## src/rtl/sample_rate_ctrl.sv

```systemverilog
// Sample-rate controller: owns the divider prescaler, commits it at a divided-clock
// boundary and turns divider rising edges into burst capture strobes.
// Optional: define SRC_WATCHDOG_EN to force-commit in APPLY after a stalled divider.
module sample_rate_ctrl #(
    parameter int                 PRE_W     = 6,
    parameter int                 CNT_W     = 16,
    parameter logic [PRE_W-1:0]   PRE_RESET = PRE_W'(10)
) (
    input  logic             clk,
    input  logic             rst_n,
    input  logic             cfg_valid,
    output logic             cfg_ready,
    input  logic [PRE_W-1:0] cfg_pre,
    input  logic [CNT_W-1:0] cfg_count,
    input  logic             start,
    input  logic             stop,
    input  logic             div_clk,
    output logic [PRE_W-1:0] pre,
    output logic             sample_stb,
    output logic             busy,
    output logic             done
);

    typedef enum logic [1:0] {
        ST_IDLE  = 2'd0,
        ST_APPLY = 2'd1,
        ST_ARM   = 2'd2,
        ST_RUN   = 2'd3
    } state_e;

    localparam logic [CNT_W-1:0] CNT_ONE = CNT_W'(1);
    localparam logic [PRE_W-1:0] PRE_MIN = PRE_W'(1);

    state_e           state_q, state_d;
    logic             div_q;
    logic [PRE_W-1:0] pre_q, pre_d;
    logic [PRE_W-1:0] pre_pend_q, pre_pend_d;
    logic [CNT_W-1:0] count_cfg_q, count_cfg_d;
    logic [CNT_W-1:0] remaining_q, remaining_d;
    logic             cfg_ready_q, cfg_ready_d;
    logic             sample_stb_q, sample_stb_d;
    logic             done_q, done_d;
    logic             busy_q, busy_d;

    logic             div_edge_s;
    logic             cfg_accept_s;
    logic             start_accept_s;
    logic             commit_s;
    logic             abort_s;
    logic             strobe_s;
    logic             last_s;
    logic             wd_expire_s;

    assign div_edge_s     = div_clk & ~div_q;
    // cfg wins over a simultaneous start; a zero-length burst is never armed
    assign cfg_accept_s   = (state_q == ST_IDLE) & cfg_valid;
    assign start_accept_s = (state_q == ST_IDLE) & ~cfg_valid & start & (count_cfg_q != '0);
    assign commit_s       = (state_q == ST_APPLY) & (div_edge_s | stop | wd_expire_s);
    assign abort_s        = ((state_q == ST_ARM) | (state_q == ST_RUN)) & stop;
    assign strobe_s       = (state_q == ST_RUN) & div_edge_s & ~stop;
    assign last_s         = strobe_s & (remaining_q == CNT_ONE);

`ifdef SRC_WATCHDOG_EN
    localparam int WD_W = PRE_W + 2;

    logic [WD_W-1:0] wd_cnt_q, wd_cnt_d;

    assign wd_expire_s = (state_q == ST_APPLY) & ~div_edge_s & (wd_cnt_q == '1);

    // Stall timer: cleared outside APPLY so every APPLY visit starts from zero
    always_comb begin
        wd_cnt_d = wd_cnt_q;
        if (state_q != ST_APPLY) begin
            wd_cnt_d = '0;
        end else if (div_edge_s) begin
            wd_cnt_d = '0;
        end else begin
            wd_cnt_d = wd_cnt_q + WD_W'(1);
        end
    end

    // Stall timer register
    always_ff @(posedge clk or negedge rst_n) begin
        if (!rst_n) begin
            wd_cnt_q <= '0;
        end else begin
            wd_cnt_q <= wd_cnt_d;
        end
    end
`else
    assign wd_expire_s = 1'b0;
`endif

    // State register and divider-level history
    always_ff @(posedge clk or negedge rst_n) begin
        if (!rst_n) begin
            state_q <= ST_IDLE;
            div_q   <= 1'b0;
        end else begin
            state_q <= state_d;
            div_q   <= div_clk;
        end
    end

    // Next-state logic
    always_comb begin
        state_d = state_q;
        case (state_q)
            ST_IDLE: begin
                if (cfg_accept_s) begin
                    state_d = ST_APPLY;
                end else if (start_accept_s) begin
                    state_d = ST_ARM;
                end else begin
                    state_d = ST_IDLE;
                end
            end
            ST_APPLY: begin
                if (commit_s) begin
                    state_d = ST_IDLE;
                end else begin
                    state_d = ST_APPLY;
                end
            end
            ST_ARM: begin
                if (stop) begin
                    state_d = ST_IDLE;
                end else if (div_edge_s) begin
                    state_d = ST_RUN;
                end else begin
                    state_d = ST_ARM;
                end
            end
            ST_RUN: begin
                if (stop || last_s) begin
                    state_d = ST_IDLE;
                end else begin
                    state_d = ST_RUN;
                end
            end
            default: begin
                state_d = ST_IDLE;
            end
        endcase
    end

    // Datapath and output next values
    always_comb begin
        pre_d        = pre_q;
        pre_pend_d   = pre_pend_q;
        count_cfg_d  = count_cfg_q;
        remaining_d  = remaining_q;

        if (cfg_accept_s) begin
            pre_pend_d  = (cfg_pre == '0) ? PRE_MIN : cfg_pre;
            count_cfg_d = cfg_count;
        end else begin
            pre_pend_d  = pre_pend_q;
            count_cfg_d = count_cfg_q;
        end

        if (commit_s) begin
            pre_d = pre_pend_q;
        end else begin
            pre_d = pre_q;
        end

        if (start_accept_s) begin
            remaining_d = count_cfg_q;
        end else if (abort_s) begin
            remaining_d = '0;
        end else if (strobe_s) begin
            remaining_d = remaining_q - CNT_ONE;
        end else begin
            remaining_d = remaining_q;
        end

        // Registered flags derive from the next state so they line up with it
        sample_stb_d = strobe_s;
        done_d       = last_s;
        cfg_ready_d  = (state_d == ST_IDLE);
        busy_d       = (state_d != ST_IDLE);
    end

    // Datapath and registered outputs
    always_ff @(posedge clk or negedge rst_n) begin
        if (!rst_n) begin
            pre_q        <= PRE_RESET;
            pre_pend_q   <= PRE_RESET;
            count_cfg_q  <= '0;
            remaining_q  <= '0;
            cfg_ready_q  <= 1'b1;
            sample_stb_q <= 1'b0;
            done_q       <= 1'b0;
            busy_q       <= 1'b0;
        end else begin
            pre_q        <= pre_d;
            pre_pend_q   <= pre_pend_d;
            count_cfg_q  <= count_cfg_d;
            remaining_q  <= remaining_d;
            cfg_ready_q  <= cfg_ready_d;
            sample_stb_q <= sample_stb_d;
            done_q       <= done_d;
            busy_q       <= busy_d;
        end
    end

    assign pre        = pre_q;
    assign cfg_ready  = cfg_ready_q;
    assign sample_stb = sample_stb_q;
    assign done       = done_q;
    assign busy       = busy_q;

endmodule
```

## config.mk

```make
export PLATFORM = sky130hd
export DESIGN_NAME = sample_rate_ctrl
export DESIGN_NICKNAME = d
export VERILOG_FILES = /design/src/rtl/sample_rate_ctrl.sv
export SDC_FILE = /design/constraint.sdc
export NUM_CORES = 1
export LEC_CHECK = 0
export CORE_ASPECT_RATIO = 0.75
export CORE_MARGIN = 2
export CORE_UTILIZATION = 53
export DETAILED_ROUTE_END_ITERATION = 7
export GPL_TIMING_DRIVEN = 0
export PLACE_DENSITY = 0.79
export SYNTH_ARGS = -nofsm -noshare
export SYNTH_HDL_FRONTEND = slang
export SYNTH_SLANG_ARGS = --single-unit
export TNS_END_PERCENT = 50
```

## constraint.sdc

```tcl
create_clock -name clk -period 2.6 [get_ports clk]
set_input_delay 0.52 -clock clk [delete_from_list [all_inputs] [get_ports clk]]
set_output_delay 0.52 -clock clk [all_outputs]
set_load 0.02 [all_outputs]
```

Yosys cells after proc, flatten, opt, wreduce, memory -nomap -nowiden
Index checks and enable logic that the tools add are counted.
Widths: inputs -> output; s select.
- divide/modulo/power cells: 0
- multipliers: 0
- bitwise gates (word level): 15
- multiplexer cells: 11
- equality and inequality tests: 4
- reduce and logical (&&, ||, !) cells: 7
- $lt $le $gt $ge: 0
- shift operators: 0
- $add $sub $neg: 1
- operators by type and width (kind ; count):
    $mux 16 ; 3
    $eq 16x1->1 const B ; 1
    $reduce_bool 16->1 ; 1
    $sub 16x1->16 const B ; 1
    $and 1x1->1 ; 10
    $mux 2 ; 4
    $pmux 2 s4 ; 1
    $logic_not 6->1 ; 1
    $mux 6 ; 1
    $eq 2x2->1 const B ; 2
    $logic_not 2->1 ; 2
    $not 1->1 ; 3
    $reduce_bool 3->1 ; 1
    $eq 2x1->1 const B ; 1
    $mux 1 ; 2
    $or 1x1->1 ; 2
    $reduce_bool 2->1 ; 1
    $logic_or 1x1->1 ; 1
- memory bits (read-only): 0
- memory bits (writable): 0
- latch bits: 0
- register bits after elaboration: 51
- logic and storage cells: 48
- memories kept: 0
- output and inout port bits: 10

Depth between registers and ports, before layout
- depth in word-level cells: 9
- gate-level depth with buffers: 7
- depth with buffers taken out: 6

Worst setup path before layout
No wires, ideal clock.
- kind: register to register
- start: register remaining_q[3]
- end: register remaining_q[14]
- arrival: 2.110 ns
- cell stages (with the launch flop): 6
- required time: 2.482 ns
- path buffers: 0
- setup slack: 0.371 ns
- path through: dfrtp_1 > or4_1 > or3b_4 > or3b_1 > o21ai_0 > o2bb2a_4
- longest elaborated chain between the ends: 4
- RTL lines (what ; RTL line ; RTL):
    start, declared ; 39 ; logic [CNT_W-1:0] remaining_q, remaining_d;
    start signal, assigned ; 200 ; remaining_q <= remaining_d;
    $sub 16x1->16 ; 173 ; remaining_d = remaining_q - CNT_ONE;
    $mux 16 ; 172 ; end else if (strobe_s) begin
    $mux 16 ; 170 ; end else if (abort_s) begin
    $mux 16 ; 168 ; if (start_accept_s) begin
Every way passes these cells. The select of a mux whose other input is x is not followed.
A chain may end at the register's enable or synchronous reset.

Worst setup path in the final report
- start: input div_clk
- end: register remaining_q[11]
- longest elaborated chain between the ends: 4
- RTL lines (what ; RTL line ; RTL):
    start, declared ; 17 ; input logic div_clk,
    $and 1x1->1 ; 54 ; assign div_edge_s = div_clk & ~div_q;
    $and 1x1->1 (2 in a row) ; 60 ; assign strobe_s = (state_q == ST_RUN) & div_edge_s & ~stop;
    net sample_stb_d ; 41 ; logic sample_stb_q, sample_stb_d;
    $reduce_bool 3->1 (no source line) ; - ;
The timed path passes the listed nets, and every way through them passes these cells.

==> results.toml <==
[worst_setup_path]
arrival_ns = 2.66
crit_path_top_delay_cell = "clkdlybuf4s50_1"
crit_path_start_kind = "input port"
cp_max_fo = 10
path_cells = "clkdlybuf4s50_1 -> and3b_1 -> nand3b_1 -> inv_1 -> clkbuf_1 -> nand3_1 -> xor2_1 -> o31ai_1"
critical_path_required_ns = 2.82
critPathMaxStageDelay_ns = 0.52
r2r_slack_ns = 0.20
criticalPathCategory = "input port to flip-flop"
crit_path_end_kind = "flip-flop"

[global_routing]
busiest_layer = "met2"
met2_usage_pct = 39.4
overflow = 0
grt_max_degree = 33
gr-usage-all-layers_pct = 23.1
grt_pass1_vias = 1774
antenna_found_initial = 0
met1_usage_pct = 30.1
grtUsageMet3_pct = 4.77
grt_first_pass_wirelength_mm = 8.37

[clock_network]
cts_tree = "built"
cts_sinks = 51
cts_buffer_depth = 2
path_clk_slew_ns = 0.08
cts.hold.buffers_added = 0
cts_setup_buffers = 0
clock-root-buffer = "clkbuf_8"
htreeDepth = 2
clkLatencyLatePin_ns = 0.31
cts_inserted_buffers = 5

[power]
p_leak_nw = 1.19
ir_worst_vdd_mv = 0.561
total_power_mw = 2.91
p_per_area_mw_per_mm2 = 992

[status]
outcome = "completed"

[floorplan]
fp.dieW_um = 81.0
rows = 20
io-pin-count = 38
core_area_mm2 = 0.00415
die_h_um = 61.8
dieArea_mm2 = 0.00501
initial_core_util_pct = 56.8

[final_layout]
nNetsFinal = 283
fin_cells = 309
final_area_mm2 = 0.00293
layout_commonest_cell = "dfrtp_1"
drive_above_1_share_pct = 18.9
layout_common_cells = "46 x dfrtp_1, 36 x clkdlybuf4s50_1, 27 x mux2_2, 21 x nand2_1, 13 x a21oi_1"
ff_latch_area_mm2 = 0.00128
antennaDiodeCount = 0
post-route-util_pct = 70.6
syn2layout_area_growth_pct = 24.4
fillers = 336
multi_input_area_mm2 = 0.00105

[synthesis]
ys_warn_count = 0
synth_nets = 238
synthDistinctLibCells = 44
syn_area_mm2 = 0.00236
synth_flop_cell = "dfrtp_1"
synthArstFlopShare_pct = 100
syn_inst = 208
syn_avg_cell_area_um2 = 11.3
synth_edf_count = 0
yosysSeqAreaShare_pct = 54.4
synth_seq_cells = 51

[timing]
whs_ns = 0.149
fin_crit_sh_pct = 93.9
hold_viol_final = 0
tightest_slew_ns = 0.733
tns_ns = 0
skew_ns = 0.00494
finalSetupViolations = 0
max-slew-margin-rel_pct = 50.7
finalWorstPathRequiredPeriod_ns = 2.44
rsz0062_at_grt = "yes"
setup_ws_ns = 0.159
fmax_mhz = 410
slew_viol_final = 0

[job]
drv_cap = 0

[detailed_routing]
drc = 0
viasPerCell = 5.74
wl_per_cell_um = 16.0
drt_iter0_drc = 103
drt-pass1-iter-count = 4
vias = 1774
wl_mm = 4.96
antenna_left = 0

[hold_path]
min_path_type = "input port to async pin"

[placement]
dp.cells = 301
gp_congestion = 0.853
place_area_mm2 = 0.00281
portBuffers = 37
hpwl_mm = 3.70
pre_cts_slack_ns = -0.519
-- cells by family after synthesis --
| logic type | share of synthesized area (%) |
|---|---|
| DFF | 54.4 |
| buffers and inverters | 2.02 |
| muxes | 12.9 |
| xor gates and xnor gates | 3.34 |
| adders and majority gates | 1.06 |
| and+or+nand+nor | 15.2 |
| AOI/OAI and AO/OA | 11.1 |
-- area by class of cell --
class                   instances  area share, %
flip-flops and latches         51           43.7
well taps                      55           2.35
multi-input cells             145           35.8
repair buffers                 38           13.1
clock buffers                   8           3.41
inverters                       5          0.640
plain buffers                   7          0.981
-- worst paths after layout --
path,cells past startpoint,end,from
setup / recovery,8,remaining_q[11],div_clk
hold / removal,1,pre[4],rst_n
setup reg to reg,5,remaining_q[14],count_cfg_q[9]
hold reg to reg,2,remaining_q[12],count_cfg_q[12]
max in group asynchronous,2,cfg_ready,rst_n
min in group clk,2,remaining_q[12],count_cfg_q[12]
-- timing repair --
action	4_1_cts	5_1_grt
endpoints found under the setup margin	12	12
resized for setup	1	2
cloned	0	0
endpoints found under the hold margin	0	0
-- routing by layer --
metal / vias to the layer above / wire length, um
met2: 55 / 2340
met4: 0 / 76
met5: - / 0
li1: 834 / -
met1: 877 / 2230
met3: 8 / 301
-- flip-flops by register name, indices dropped and copies added (netlist names) --
signal       flops
count_cfg_q     16
remaining_q     16
pre              6
pre_pend_q       6
state_q          2
busy             1
cfg_ready        1
div_q            1
done             1
sample_stb       1
-- critical path: cells and delay by family --
family / cells / cell delay (ns)
compound gates: 1 / 0.20
xor+xnor: 1 / 0.19
buf+inv: 3 / 1.10
simple gates: 3 / 0.64
-- Yosys cell counts (2+ instances only) --
master / count / share of area [%]
dfrtp_1: 46 / 49
mux2_2: 27 / 13
nand2_1: 21 / 3.3
a21oi_1: 13 / 2.8
nor2_1: 11 / 1.8
o21ai_1: 9 / 1.9
clkbuf_1: 5 / 0.80
dfstp_2: 5 / 5.6
inv_1: 5 / 0.80
or4_1: 5 / 1.6
xor2_1: 5 / 1.9
nand3_1: 4 / 0.85
nor3_1: 4 / 0.85
xnor2_1: 4 / 1.5
nor3b_1: 3 / 0.95
o31ai_1: 3 / 0.95
a21o_1: 2 / 0.64
buf_2: 2 / 0.42
ha_1: 2 / 1.1
nand2b_1: 2 / 0.53
nand4_1: 2 / 0.53
nor4b_1: 2 / 0.74
o21a_1: 2 / 0.64
o21ai_0: 2 / 0.42
o21bai_1: 2 / 0.64
or3_1: 2 / 0.53
-- power by group --
group	total, mW	switching [mW]	internal, mW	leakage (nW)
Combinational	1.06	0.501	0.555	0.523
Clock	0.495	0.252	0.243	0.0515
Sequential	1.36	0.240	1.12	0.619
(Power assumes the default switching activity.)
